$ cat config.mk
export PLATFORM = sky130hd
export DESIGN_NAME = spi_txn_arbiter
export DESIGN_NICKNAME = d
export VERILOG_FILES = /design/src/rtl/spi_arb_pkg.sv /design/src/rtl/spi_rr_picker.sv /design/src/rtl/spi_txn_arbiter.sv
export SDC_FILE = /design/constraint.sdc
export NUM_CORES = 1
export LEC_CHECK = 0
export BUFFER_PORTS_ARGS = -buffer_cell sky130_fd_sc_hd__buf_2
export CORE_MARGIN = 3
export CORE_UTILIZATION = 55
export DETAILED_ROUTE_END_ITERATION = 7
export PLACE_DENSITY = 0.86
export SYNTH_ARGS = -nofsm -noshare
export SYNTH_HDL_FRONTEND = slang
export SYNTH_SLANG_ARGS = --single-unit
$ cat constraint.sdc
create_clock -name clk -period 9.5 [get_ports clk]
set_clock_uncertainty 0.1 [all_clocks]
set_input_delay 1.425 -clock clk [delete_from_list [all_inputs] [get_ports clk]]
set_output_delay 1.425 -clock clk [all_outputs]
set_load 0.01 [all_outputs]
$ cat src/rtl/spi_arb_pkg.sv
// Shared state encoding and helpers for the SPI transaction arbiter.
// The optional transfer watchdog is enabled by defining SPI_ARB_TIMEOUT_EN.
package spi_arb_pkg;

  typedef enum logic [2:0] {
    StIdle,
    StIssue,
    StWaitBusy,
    StWaitDone,
    StResp
  } arb_state_e;

  localparam int unsigned GapCyclesDef     = 4;
  localparam int unsigned TimeoutCyclesDef = 1024;

  // Width of the shared gap/watchdog counter: $clog2(max(gap, timeout) + 1), at least 1.
  function automatic int unsigned cnt_width(int unsigned gap, int unsigned timeout);
    int unsigned m;
    m = (gap > timeout) ? gap : timeout;
    return (m == 0) ? 1 : $clog2(m + 1);
  endfunction

  function automatic logic [31:0] slv_onehot(int unsigned idx);
    return 32'd1 << idx;
  endfunction

endpackage

$ cat src/rtl/spi_rr_picker.sv
// Combinational round-robin select: first set request searching upward from ptr_i + 1,
// wrapping at NumReq. Produces a one-hot grant and its encoded index.
module spi_rr_picker #(
  parameter int unsigned NumReq = 4,
  parameter int unsigned IdxW   = 2
) (
  input  logic [NumReq-1:0] req_i,
  input  logic [IdxW-1:0]   ptr_i,
  output logic [NumReq-1:0] gnt_o,
  output logic [IdxW-1:0]   idx_o
);

  logic [IdxW:0] cand;
  logic          found;

  always_comb begin
    gnt_o = '0;
    idx_o = '0;
    found = 1'b0;
    cand  = '0;
    for (int unsigned k = 1; k <= NumReq; k++) begin
      cand = {1'b0, ptr_i} + (IdxW + 1)'(k);
      if (cand >= (IdxW + 1)'(NumReq)) begin
        cand = cand - (IdxW + 1)'(NumReq);
      end
      if (!found && req_i[cand[IdxW-1:0]]) begin
        found                   = 1'b1;
        gnt_o[cand[IdxW-1:0]]   = 1'b1;
        idx_o                   = cand[IdxW-1:0];
      end
    end
  end

endmodule

$ cat src/rtl/spi_txn_arbiter.sv
// Round-robin arbiter sharing one SPI master among NUM_REQ requesters.
// Define SPI_ARB_TIMEOUT_EN to add a watchdog that aborts transfers stuck on m_busy_i.
module spi_txn_arbiter
  import spi_arb_pkg::*;
#(
  parameter int unsigned NUM_REQ        = 4,
  parameter int unsigned DATA_WIDTH     = 16,
  parameter int unsigned NUM_SLAVES     = 2,
  parameter int unsigned SLV_W          = 2,
  parameter int unsigned GAP_CYCLES     = GapCyclesDef,
  parameter int unsigned TIMEOUT_CYCLES = TimeoutCyclesDef
) (
  input  logic                          clk,
  input  logic                          rst_n,
  input  logic [NUM_REQ-1:0]            req_i,
  input  logic [NUM_REQ*DATA_WIDTH-1:0] req_data_i,
  input  logic [NUM_REQ*SLV_W-1:0]      req_slave_i,
  output logic [NUM_REQ-1:0]            ack_o,
  output logic [NUM_REQ-1:0]            done_o,
  output logic [DATA_WIDTH-1:0]         rsp_data_o,
  output logic                          rsp_err_o,
  output logic                          m_start_tx_o,
  output logic [DATA_WIDTH-1:0]         m_tx_data_o,
  output logic [NUM_SLAVES-1:0]         m_ss_sel_o,
  input  logic                          m_busy_i,
  input  logic [DATA_WIDTH-1:0]         m_rx_data_i
);

  localparam int unsigned IdxW = (NUM_REQ > 1) ? $clog2(NUM_REQ) : 1;
  localparam int unsigned CntW = cnt_width(GAP_CYCLES, TIMEOUT_CYCLES);

  arb_state_e              state_q;
  logic [IdxW-1:0]         ptr_q;
  logic [CntW-1:0]         gap_q;
  logic [NUM_REQ-1:0]      win_q;
  logic [DATA_WIDTH-1:0]   tx_q;
  logic [DATA_WIDTH-1:0]   rx_q;
  logic                    err_q;
  logic [NUM_REQ-1:0]      ack_q;
  logic [NUM_REQ-1:0]      done_q;
  logic [DATA_WIDTH-1:0]   rsp_data_q;
  logic                    rsp_err_q;
  logic                    start_q;
  logic [NUM_SLAVES-1:0]   ss_q;

  logic [NUM_REQ-1:0]      gnt;
  logic [IdxW-1:0]         gnt_idx;
  logic [SLV_W-1:0]        win_slave;
  logic [DATA_WIDTH-1:0]   win_data;
  logic                    slv_valid;
  logic                    wd_hit;

  spi_rr_picker #(
    .NumReq (NUM_REQ),
    .IdxW   (IdxW)
  ) u_picker (
    .req_i (req_i),
    .ptr_i (ptr_q),
    .gnt_o (gnt),
    .idx_o (gnt_idx)
  );

  assign win_slave = req_slave_i[32'(gnt_idx) * SLV_W +: SLV_W];
  assign win_data  = req_data_i[32'(gnt_idx) * DATA_WIDTH +: DATA_WIDTH];
  assign slv_valid = (32'(win_slave) < NUM_SLAVES);

`ifdef SPI_ARB_TIMEOUT_EN
  logic [CntW-1:0] wd_q;

  // Counts only while stalled in a wait state; any state entry restarts it from zero.
  always_ff @(posedge clk or negedge rst_n) begin
    if (!rst_n) begin
      wd_q <= '0;
    end else if ((state_q == StWaitBusy && !m_busy_i) ||
                 (state_q == StWaitDone && m_busy_i)) begin
      wd_q <= wd_q + 1'b1;
    end else begin
      wd_q <= '0;
    end
  end

  assign wd_hit = (wd_q == CntW'(TIMEOUT_CYCLES - 1));
`else
  assign wd_hit = 1'b0;
`endif

  always_ff @(posedge clk or negedge rst_n) begin
    if (!rst_n) begin
      state_q    <= StIdle;
      ptr_q      <= IdxW'(NUM_REQ - 1);
      gap_q      <= '0;
      win_q      <= '0;
      tx_q       <= '0;
      rx_q       <= '0;
      err_q      <= 1'b0;
      ack_q      <= '0;
      done_q     <= '0;
      rsp_data_q <= '0;
      rsp_err_q  <= 1'b0;
      start_q    <= 1'b0;
      ss_q       <= '0;
    end else begin
      ack_q   <= '0;
      done_q  <= '0;
      start_q <= 1'b0;
      unique case (state_q)
        StIdle: begin
          if (gap_q != '0) begin
            gap_q <= gap_q - 1'b1;
          end else if (|req_i) begin
            ack_q <= gnt;
            win_q <= gnt;
            ptr_q <= gnt_idx;
            if (slv_valid) begin
              tx_q    <= win_data;
              ss_q    <= NUM_SLAVES'(slv_onehot(32'(win_slave)));
              start_q <= 1'b1;
              err_q   <= 1'b0;
              state_q <= StIssue;
            end else begin
              // Bad slave index: answer immediately without touching the master.
              rx_q    <= '0;
              err_q   <= 1'b1;
              state_q <= StResp;
            end
          end
        end
        StIssue: begin
          state_q <= StWaitBusy;
        end
        StWaitBusy: begin
          if (m_busy_i) begin
            state_q <= StWaitDone;
          end else if (wd_hit) begin
            rx_q    <= '0;
            err_q   <= 1'b1;
            state_q <= StResp;
          end
        end
        StWaitDone: begin
          if (!m_busy_i) begin
            rx_q    <= m_rx_data_i;
            state_q <= StResp;
          end else if (wd_hit) begin
            rx_q    <= '0;
            err_q   <= 1'b1;
            state_q <= StResp;
          end
        end
        StResp: begin
          done_q     <= win_q;
          rsp_data_q <= rx_q;
          rsp_err_q  <= err_q;
          ss_q       <= '0;
          gap_q      <= CntW'(GAP_CYCLES);
          state_q    <= StIdle;
        end
        default: state_q <= StIdle;
      endcase
    end
  end

  assign ack_o        = ack_q;
  assign done_o       = done_q;
  assign rsp_data_o   = rsp_data_q;
  assign rsp_err_o    = rsp_err_q;
  assign m_start_tx_o = start_q;
  assign m_tx_data_o  = tx_q;
  assign m_ss_sel_o   = ss_q;

endmodule

== Word level (Yosys, flattened, before mapping) ==
Index checks and enable logic that the tools add are counted.
Operators by class
  add/subtract/negate cells: 9
  $lt $le $gt $ge: 13
  equality and inequality tests: 11
  shift-type cells: 3
  multiplexer cells: 57
  bitwise gates (word level): 4
  reduce and logical (&&, ||, !) cells: 21
Operators by type and width (count)
  2-to-1 mux 16 bit: 4
  variable part select 64 x 7 -> 16 bit: 1
  2-to-1 mux 4 bit: 8
  one-hot mux 16 bit (2 select lines): 1
  2-to-1 mux 2 bit: 11
  one-hot mux 11 bit (2 select lines): 1
  2-to-1 mux 1 bit: 16
  2-to-1 mux 3 bit: 5
  inequality test 2 bit, second input constant: 7
  >= comparator 3 bit, second input constant: 4
  < comparator 2 x 3 -> 1 bit, second input constant: 4
  OR 4 bit: 3
  one-hot mux 3 bit (4 select lines): 1
  AND reduction 4 bit: 3
  2-to-1 mux 11 bit: 1
  nonzero test 11 bit: 1
  subtractor 11 x 1 -> 11 bit, second input constant: 1
  binary-select mux 1 bit (select 2 bit): 4
  demux 1 bit (select 2 bit): 4
  >= comparator 2 x 1 -> 1 bit, second input constant: 4
  variable part select 8 x 4 -> 2 bit: 1
  subtractor 2 x 1 -> 2 bit, second input constant: 4
  logical AND 1 bit: 7
  adder 2 x 2 -> 3 bit, second input constant: 2
  16 further kinds: 20
Word-level totals
  register bits: 81
  output and inout port bits: 44
  word-level logic and storage cells: 131

== Depth between registers and ports, before layout ==
Gate-level depths: netlist of run 1.
  depth in word-level cells: 21
  mapped depth: 12
  depth with buffers taken out: 9

== Hierarchy ==
Synthesis of run 1 repeated with hierarchy kept, for this count alone.
Second synthesis, totals
  cell total of the unflattened synthesis: 357
  area total of the unflattened synthesis: 4304.1 sq um
Modules (own cells, without submodules)
  spi_txn_arbiter: instances 1, cells an instance 298, area an instance 3813.7 sq um
  spi_rr_picker: instances 1, cells an instance 59, area an instance 490.5 sq um

== Worst setup path before layout of run 1 ==
OpenSTA, ideal clock, no wires.
  kind: input to register
  from: input req_i[0]
  to: register tx_q[10] (netlist: m_tx_data_o[10])
  library setup time: 0.125 ns
  arrival time: 3.589 ns
  required time: 9.275 ns
  setup slack: 5.686 ns
  stages: 9
  path buffers: 3
  cells stage by stage: clkbuf_1 -> mux4_2 -> o31a_1 -> o22ai_1 -> buf_2 -> a211oi_2 -> o21ai_2 -> buf_6 -> mux2_4
Between the ends
  word-level cells in the longest chain between the ends: 15
  elaborated cells between the ends (all ways): 26
  those cells by class: order compare (1); shift (2); mux (15); reduce/logical (8)
Ends and longest elaborated chain
  from (decl): RTL line spi_txn_arbiter.sv:15  | input logic [NUM_REQ-1:0] req_i,
  binary-select mux 1 bit (select 2 bit): RTL line spi_rr_picker.sv:26  | if (!found && req_i[cand[IdxW-1:0]]) begin
  2-to-1 mux 1 bit (not written as such): RTL line spi_rr_picker.sv:26
  2-to-1 mux 1 bit: RTL line spi_rr_picker.sv:26
  zero test 1 bit: RTL line spi_rr_picker.sv:26
  logical AND 1 bit: RTL line spi_rr_picker.sv:26
  2-to-1 mux 1 bit: RTL line spi_rr_picker.sv:26
  zero test 1 bit: RTL line spi_rr_picker.sv:26
  logical AND 1 bit: RTL line spi_rr_picker.sv:26
  2-to-1 mux 1 bit: RTL line spi_rr_picker.sv:26
  zero test 1 bit: RTL line spi_rr_picker.sv:26
  logical AND 1 bit: RTL line spi_rr_picker.sv:26
  2-to-1 mux 2 bit: RTL line spi_rr_picker.sv:26
  variable part select 8 x 4 -> 2 bit: RTL line spi_txn_arbiter.sv:63  | assign win_slave = req_slave_i[32'(gnt_idx) * SLV_W +: SLV_W];
  < comparator 2 bit: RTL line spi_txn_arbiter.sv:65  | assign slv_valid = (32'(win_slave) < NUM_SLAVES);
  AND reduction 4 bit (no source line)
  to (signal assigned): RTL line spi_txn_arbiter.sv:115  | tx_q <= win_data;
  to (decl): RTL line spi_txn_arbiter.sv:36  | logic [DATA_WIDTH-1:0] tx_q;
Several ways; a longest one is shown, not always the timed one. The select of a mux whose other input is x is not followed.
A chain may end at the register's enable or synchronous reset.

== Worst setup path in the final report of run 1 ==
  from: register ptr_q[0]
  to: register tx_q[3] (netlist: m_tx_data_o[3])
Between the ends
  word-level cells in the longest chain between the ends: 18
  elaborated cells between the ends (all ways): 41
  those cells by class: add/sub (8); order compare (5); shift (2); mux (19); reduce/logical (7)
Ends and longest elaborated chain
  from (decl): RTL line spi_txn_arbiter.sv:33  | logic [IdxW-1:0] ptr_q;
  from (signal assigned): RTL line spi_txn_arbiter.sv:90  | ptr_q <= IdxW'(NUM_REQ - 1);
  from (signal assigned): RTL line spi_txn_arbiter.sv:113  | ptr_q <= gnt_idx;
  adder 2 x 1 -> 3 bit: RTL line spi_rr_picker.sv:22  | cand = {1'b0, ptr_i} + (IdxW + 1)'(k);
  >= comparator 3 bit or subtractor 2 x 1 -> 2 bit (tied branches): RTL line spi_rr_picker.sv:23, spi_rr_picker.sv:24
  2-to-1 mux 2 bit: RTL line spi_rr_picker.sv:23  | if (cand >= (IdxW + 1)'(NumReq)) begin
  binary-select mux 1 bit (select 2 bit): RTL line spi_rr_picker.sv:26
  2-to-1 mux 1 bit (not written as such): RTL line spi_rr_picker.sv:26
  2-to-1 mux 1 bit: RTL line spi_rr_picker.sv:26
  zero test 1 bit: RTL line spi_rr_picker.sv:26
  logical AND 1 bit: RTL line spi_rr_picker.sv:26
  [2 not listed]
  logical AND 1 bit: RTL line spi_rr_picker.sv:26
  2-to-1 mux 1 bit: RTL line spi_rr_picker.sv:26
  zero test 1 bit: RTL line spi_rr_picker.sv:26
  logical AND 1 bit: RTL line spi_rr_picker.sv:26
  2-to-1 mux 2 bit *: RTL line spi_rr_picker.sv:26
  variable part select 8 x 4 -> 2 bit: RTL line spi_txn_arbiter.sv:63
  < comparator 2 bit: RTL line spi_txn_arbiter.sv:65
  AND reduction 4 bit (no source line)
Mark *: on every way between the ends. The rest lies on a longest branch, timed or not. The select of a mux whose other input is x is not followed.

==> flow_summary.toml, run 1 <==
[placed_design]
dp.cells = 606
placed_area_um2 = 5010
dpl_worst_slack_ns = 4.75
hpwl_um = 7090
port_buffers = 138
gp_congestion = 0.860

[floorplanning]
die_area_um2 = 8850
core_um2 = 7410
die_h_um = 94.1
row_count = 31
io_pins = 139
die_x_um = 94.1
start_util = 0.576

[final_layout]
multiInputGateArea_um2 = 2120
fillers = 588
fin_cells = 622
syn_to_final_growth_pct = 22.3
seqCellArea_um2 = 2030
antenna_cells = 0
drive_gt1_frac = 0.365
design_area_um2 = 5220
nets = 622

[cts]
cts_buffers = 9
cts_setup_buffers = 0
cts_root_buf = "clkbuf_8"
holdBufCountCts = 0
clock_latency_ns = 0.36
cts_tree = "done"
clock-sinks = 81
cts_max_level = 3
clk_pin_slew_ns = 0.09
ctsResizeCount = 0
clk_path_buf_depth = 2

[routing]
vias = 3415
initialDrtViolationCount = 215
wl_um = 9480
drt_first_pass_iters = 4
drc = 0
vias_per_cell = 5.49
antenna_left = 0
detail_route.wl_per_cell_um = 15.2

[setup_path]
crit_fanout = 35
crit_path_start_kind = "flip-flop"
critPathBufInv = 2
timing.critical_path.required_ns = 9.65
cpPeakStageDelay_ns = 0.83
criticalPathCategory = "flip-flop to flip-flop"
critPathSlowestCell = "o21ai_2"
cp-end-kind = "flip-flop"
crit_family = "compound AO/OA/AOI/OAI gates"
cp_cell_sequence = "inv_1 -> ha_1 -> mux4_2 -> nand2b_1 -> o31a_1 -> o22ai_4 -> buf_4 -> a211oi_2 -> o21ai_2 -> mux2_2"
arrival_ns = 4.54

[global_routing]
grtUsageTotal = 0.230
first_global_vias = 3451
grt_pass1_wl_um = 16000
antenna_found_initial = 0
grt_overflow_total = 0
grt_max_degree = 82

[timing]
rsz0062_at_grt = "false"
setup_violations = 0
min_period_ns = 4.39
maxSlewViolCount = 0
finalCritPeriodShare = 0.462
tns_ns = 0
finalHoldViolations = 0
timing.fmax_ghz = 0.228
layout_setup_ws_ns = 5.11
slew_headroom = 0.298
tightest_slew_ns = 1.05

[synthesis]
synthArstFlopShare = 1.00
yosys-top-cells-area = "dfrtp_1, mux2i_1, nand2_1, a22o_1, mux2_4"
syn_area_um2 = 4270
synth_nets = 491
synth_top_area_frac = 0.463
synth.most_common_cell = "dfrtp_1"
yosys.area.top_type = "dfrtp_1"
syn_avg_cell_area_um2 = 11.0
ys_seq_elements = 81
synth.distinct_cells = 51
yosysWarningCount = 0
synth_edf_count = 0
synth-main-ff-cell = "dfrtp_1"
ys_seq_area_frac = 0.476
synth_top_cells_by_count = "dfrtp_1, nand2_1, mux2i_1"
synth_cells = 387

[hold_path]
hp-class = "flip-flop to flip-flop"

[power]
power_leakage_nw = 2.82
power_per_cell_area_nw_per_um2 = 310
p_total_mw = 1.62
irDropWorstVdd_mv = 0.176

[run_status]
status = "complete, no violations"

[job]
cap_violations = 0
[worst min-delay path, stage by stage, from the launching register on]
cell and delay, ns:
dfrtp_1 0.35, nand2_1 0.05, nand2_1 0.05
[cells in the final DEF (no fill, tap or decap), drive strengths merged, types with 2 or more instances in the layout]
| master | synthesis | final |
|---|---|---|
| mux2i | 52 | 52 |
| and3b | 2 | 2 |
| mux2 | 17 | 17 |
| a22o | 16 | 16 |
| nor3 | 6 | 6 |
| a2111o | 2 | 2 |
| nor2b | 3 | 3 |
| dfrtp | 79 | 79 |
| nand3 | 2 | 2 |
| dfstp | 2 | 2 |
| xnor2 | 4 | 4 |
| a221oi | 4 | 4 |
| a211oi | 2 | 2 |
| a21o | 4 | 4 |
| nor2 | 23 | 23 |
| o21ai | 8 | 8 |
| nor3b | 3 | 3 |
| ha | 9 | 9 |
| and3 | 4 | 4 |
| nand3b | 4 | 4 |
| clkbuf | 9 | 9 |
| o31ai | 4 | 4 |
| a32oi | 2 | 2 |
| o21a | 3 | 3 |
| nand2b | 2 | 2 |
| a22oi | 4 | 4 |
| xor2 | 3 | 3 |
| or3 | 3 | 3 |
| inv | 7 | 12 |
| a21oi | 5 | 5 |
| buf | 12 | 141 |
| mux4 | 3 | 3 |
| and2 | 3 | 3 |
| a211o | 4 | 4 |
| nand2 | 63 | 63 |
| or2 | 2 | 2 |
[state kept, by name (all words and copies together), names as in the netlist, 3 cells and up]
signal / count
win_q: 4
gap_q: 11
rx_q: 16
ack_o: 4
m_tx_data_o: 16
done_o: 4
state_q: 3
rsp_data_o: 16
[final cells by class]
type                    instances  share of cell area
inverters                       7             0.00503
repair buffers                141               0.137
clock buffers                   9              0.0237
flip-flops and latches         81               0.389
clock inverters                 7              0.0161
multi-input cells             278               0.406
well taps                      99              0.0237
[power breakdown]
part / internal (mW) / total [mW] / leakage (nW) / switching (mW)
logic: 0.377 / 0.777 / 1.68 / 0.400
clock network: 0.127 / 0.261 / 0.103 / 0.134
registers: 0.477 / 0.580 / 1.05 / 0.103
[per-layer routing]
metal  up-vias  part of all wire  GRT usage
li1       1642                 -          -
met1      1648              0.42      0.281
met2       118              0.50      0.384
met3         7             0.076     0.0905
met4         0            0.0092     0.0517
met5         -                 0          0
[worst paths after layout]
check	end	from	slack, ns	depth (start not counted)
worst max-delay path	m_tx_data_o[3]	ptr_q[0]	5.11	10
worst min-delay path	rsp_data_o[4]	rx_q[4]	0.37	2
worst max register to register	m_tx_data_o[3]	ptr_q[0]	5.11	10
worst min register to register	rsp_data_o[4]	rx_q[4]	0.37	2
max in group asynchronous	rx_q[4]	rst_n	7.56	1
min in group asynchronous	win_q[2]	rst_n	1.11	1
[stage by stage]
stage / util / hold WS, ns
5_1_grt: 0.705 / 0.377
3_5_place_dp: 0.677 / 0.354
4_1_cts: 0.705 / 0.370
2_1_floorplan: - / 0.339
6_report: 0.705 / 0.372
3_3_place_gp: 0.677 / 0.349
[cell families after synthesis]
logic type | synth area share
AOI/OAI and AO/OA | 0.127
xor gates and xnor gates | 0.0144
adders and majority gates | 0.0264
buffers and inverters | 0.0325
DFF | 0.476
muxes | 0.191
and+or+nand+nor | 0.134
Note: power is estimated with default switching activity, not from simulation.
==> run 2, diff against run 1 <==
--- a/config.mk
+++ b/config.mk
@@ -7,9 +7,9 @@
 export LEC_CHECK = 0
 export BUFFER_PORTS_ARGS = -buffer_cell sky130_fd_sc_hd__buf_2
 export CORE_MARGIN = 3
-export CORE_UTILIZATION = 55
+export CORE_UTILIZATION = 46
 export DETAILED_ROUTE_END_ITERATION = 7
-export PLACE_DENSITY = 0.86
+export PLACE_DENSITY = 0.76
 export SYNTH_ARGS = -nofsm -noshare
 export SYNTH_HDL_FRONTEND = slang
 export SYNTH_SLANG_ARGS = --single-unit
==> constraint.sdc (replaced) <==
create_clock -name clk -period 4 [get_ports clk]
set_clock_uncertainty 0.1 [all_clocks]
set_input_delay 0.6 -clock clk [delete_from_list [all_inputs] [get_ports clk]]
set_output_delay 0.6 -clock clk [all_outputs]
set_load 0.01 [all_outputs]
==> flow_summary.toml, run 2 (synthesis results as in run 1) <==
[power]
share_comb_of_total_power = 0.475
internal-power_mw = 2.42
seqPwrFrac = 0.350
clkPwrFrac = 0.175
p_total_mw = 3.94
irDropWorstVdd_mv = 0.370
power_per_cell_area_nw_per_um2 = 745
p_switching_mw = 1.52
p_sw_frac = 0.386
power_leakage_nw = 2.86

[global_routing]
grt_overflow_total = 0
grt_pass1_wl_um = 15200
grt_max_degree = 82
grtUsageTotal = 0.183
antenna_found_initial = 0
first_global_vias = 3371

[routing]
drt_first_pass_iters = 4
wl_um = 9560
detail_route.wl_per_cell_um = 15.1
vias = 3419
drc = 0
initialDrtViolationCount = 125
antenna_left = 0
vias_per_cell = 5.40

[floorplanning]
die_h_um = 102
core_um2 = 8850
io_pins = 139
row_count = 34
die_area_um2 = 10500
die_x_um = 102
start_util = 0.482

[setup_path]
cpPeakStageDelay_ns = 0.77
ff2ff_setup_slack_ns = 0.40
r2r-start = "ptr_q[0]"
critPathBufInv = 1
crit_fanout = 17
crit_path_start_kind = "flip-flop"
crit_start = "ptr_q[0]"
arrival_ns = 3.79
cp_cell_sequence = "inv_1 -> ha_1 -> mux4_2 -> nand2b_1 -> o31a_1 -> o22a_2 -> a211o_1 -> a31oi_4 -> a22o_1"
cp-end-kind = "flip-flop"
criticalPathCategory = "flip-flop to flip-flop"
crit_family = "compound AO/OA/AOI/OAI gates"
critPathSlowestCell = "dfstp_2"
timing.critical_path.required_ns = 4.19

[timing]
finalCritPeriodShare = 0.900
rsz0062_at_grt = "false"
finalHoldViolations = 0
holdWs_ns = 0.307
min_period_ns = 3.60
timing.fmax_ghz = 0.278
tightest_slew_ns = 0.976
tns_ns = 0
setup_violations = 0
slew_headroom = 0.349
maxSlewViolCount = 0

[final_layout]
antenna_cells = 0
syn_to_final_growth_pct = 24.0
fin_cells = 633
drive_gt1_frac = 0.368
nets = 624
final_util = 0.598
mostFrequentLayoutCell = "buf_2"
final_cell_mix = "buf_2, dfrtp_1, nand2_1"

[cts]
clock-sinks = 81
ctsResizeCount = 0
cts_tree = "done"
cts_max_level = 3
holdBufCountCts = 0
clk_path_buf_depth = 2
cts_setup_buffers = 0
clock_latency_ns = 0.35
cts_root_buf = "clkbuf_8"
cts_buffers = 9
clk_pin_slew_ns = 0.09

[run_status]
status = "complete, no violations"

[placed_design]
port_buffers = 138
dp.cells = 617
gp_congestion = 0.807
hpwl_um = 7080

[hold_path]
hp-class = "input pin to asynchronous set/reset pin"

[job]
cap_violations = 0
## run 2: layout make-up
type / instances / area, um2
repair buffers: 143 / 756
fillers: 793 / 3550
well taps: 108 / 135
inverters: 7 / 26.3
multi-input cells: 278 / 2120
clock buffers: 9 / 124
flip-flops and latches: 81 / 2030
clock inverters: 7 / 106
## run 2: final timing paths
path | depth (start not counted) | to
worst max-delay path | 9 | rx_q[9]
worst min-delay path | 1 | ack_o[2]
worst max register to register | 9 | rx_q[9]
worst min register to register | 1 | win_q[2]
max in group asynchronous | 1 | m_tx_data_o[7]
min in group clk | 2 | rx_q[8]
## run 2: layer usage
| layer | global-route usage | vias up | share of wire |
|---|---|---|---|
| met5 | 0 | - | 0 |
| met1 | 0.228 | 1631 | 0.42 |
| met4 | 0.0676 | 0 | 0.021 |
| met2 | 0.314 | 124 | 0.49 |
| li1 | - | 1647 | - |
| met3 | 0.0382 | 17 | 0.063 |
## run 2: power by group through the flow
stage | Clock (mW) | Combinational, mW | Sequential (mW)
CTS | 0.705 | 1.89 | 1.38
finish | 0.691 | 1.87 | 1.38
floorplan | 0 | 1.36 | 1.39
detailed placement | 0 | 1.89 | 1.39
global route | 0.747 | 2.06 | 1.42
global placement | 0 | 1.81 | 1.38
## run 2: stage by stage
step	setup WS, ns	area, um2
global route	0.164	5290
detailed placement	0.450	5060
CTS	0.401	5290
finish	0.400	5290
global placement	0.574	5060
floorplan	0.844	4270
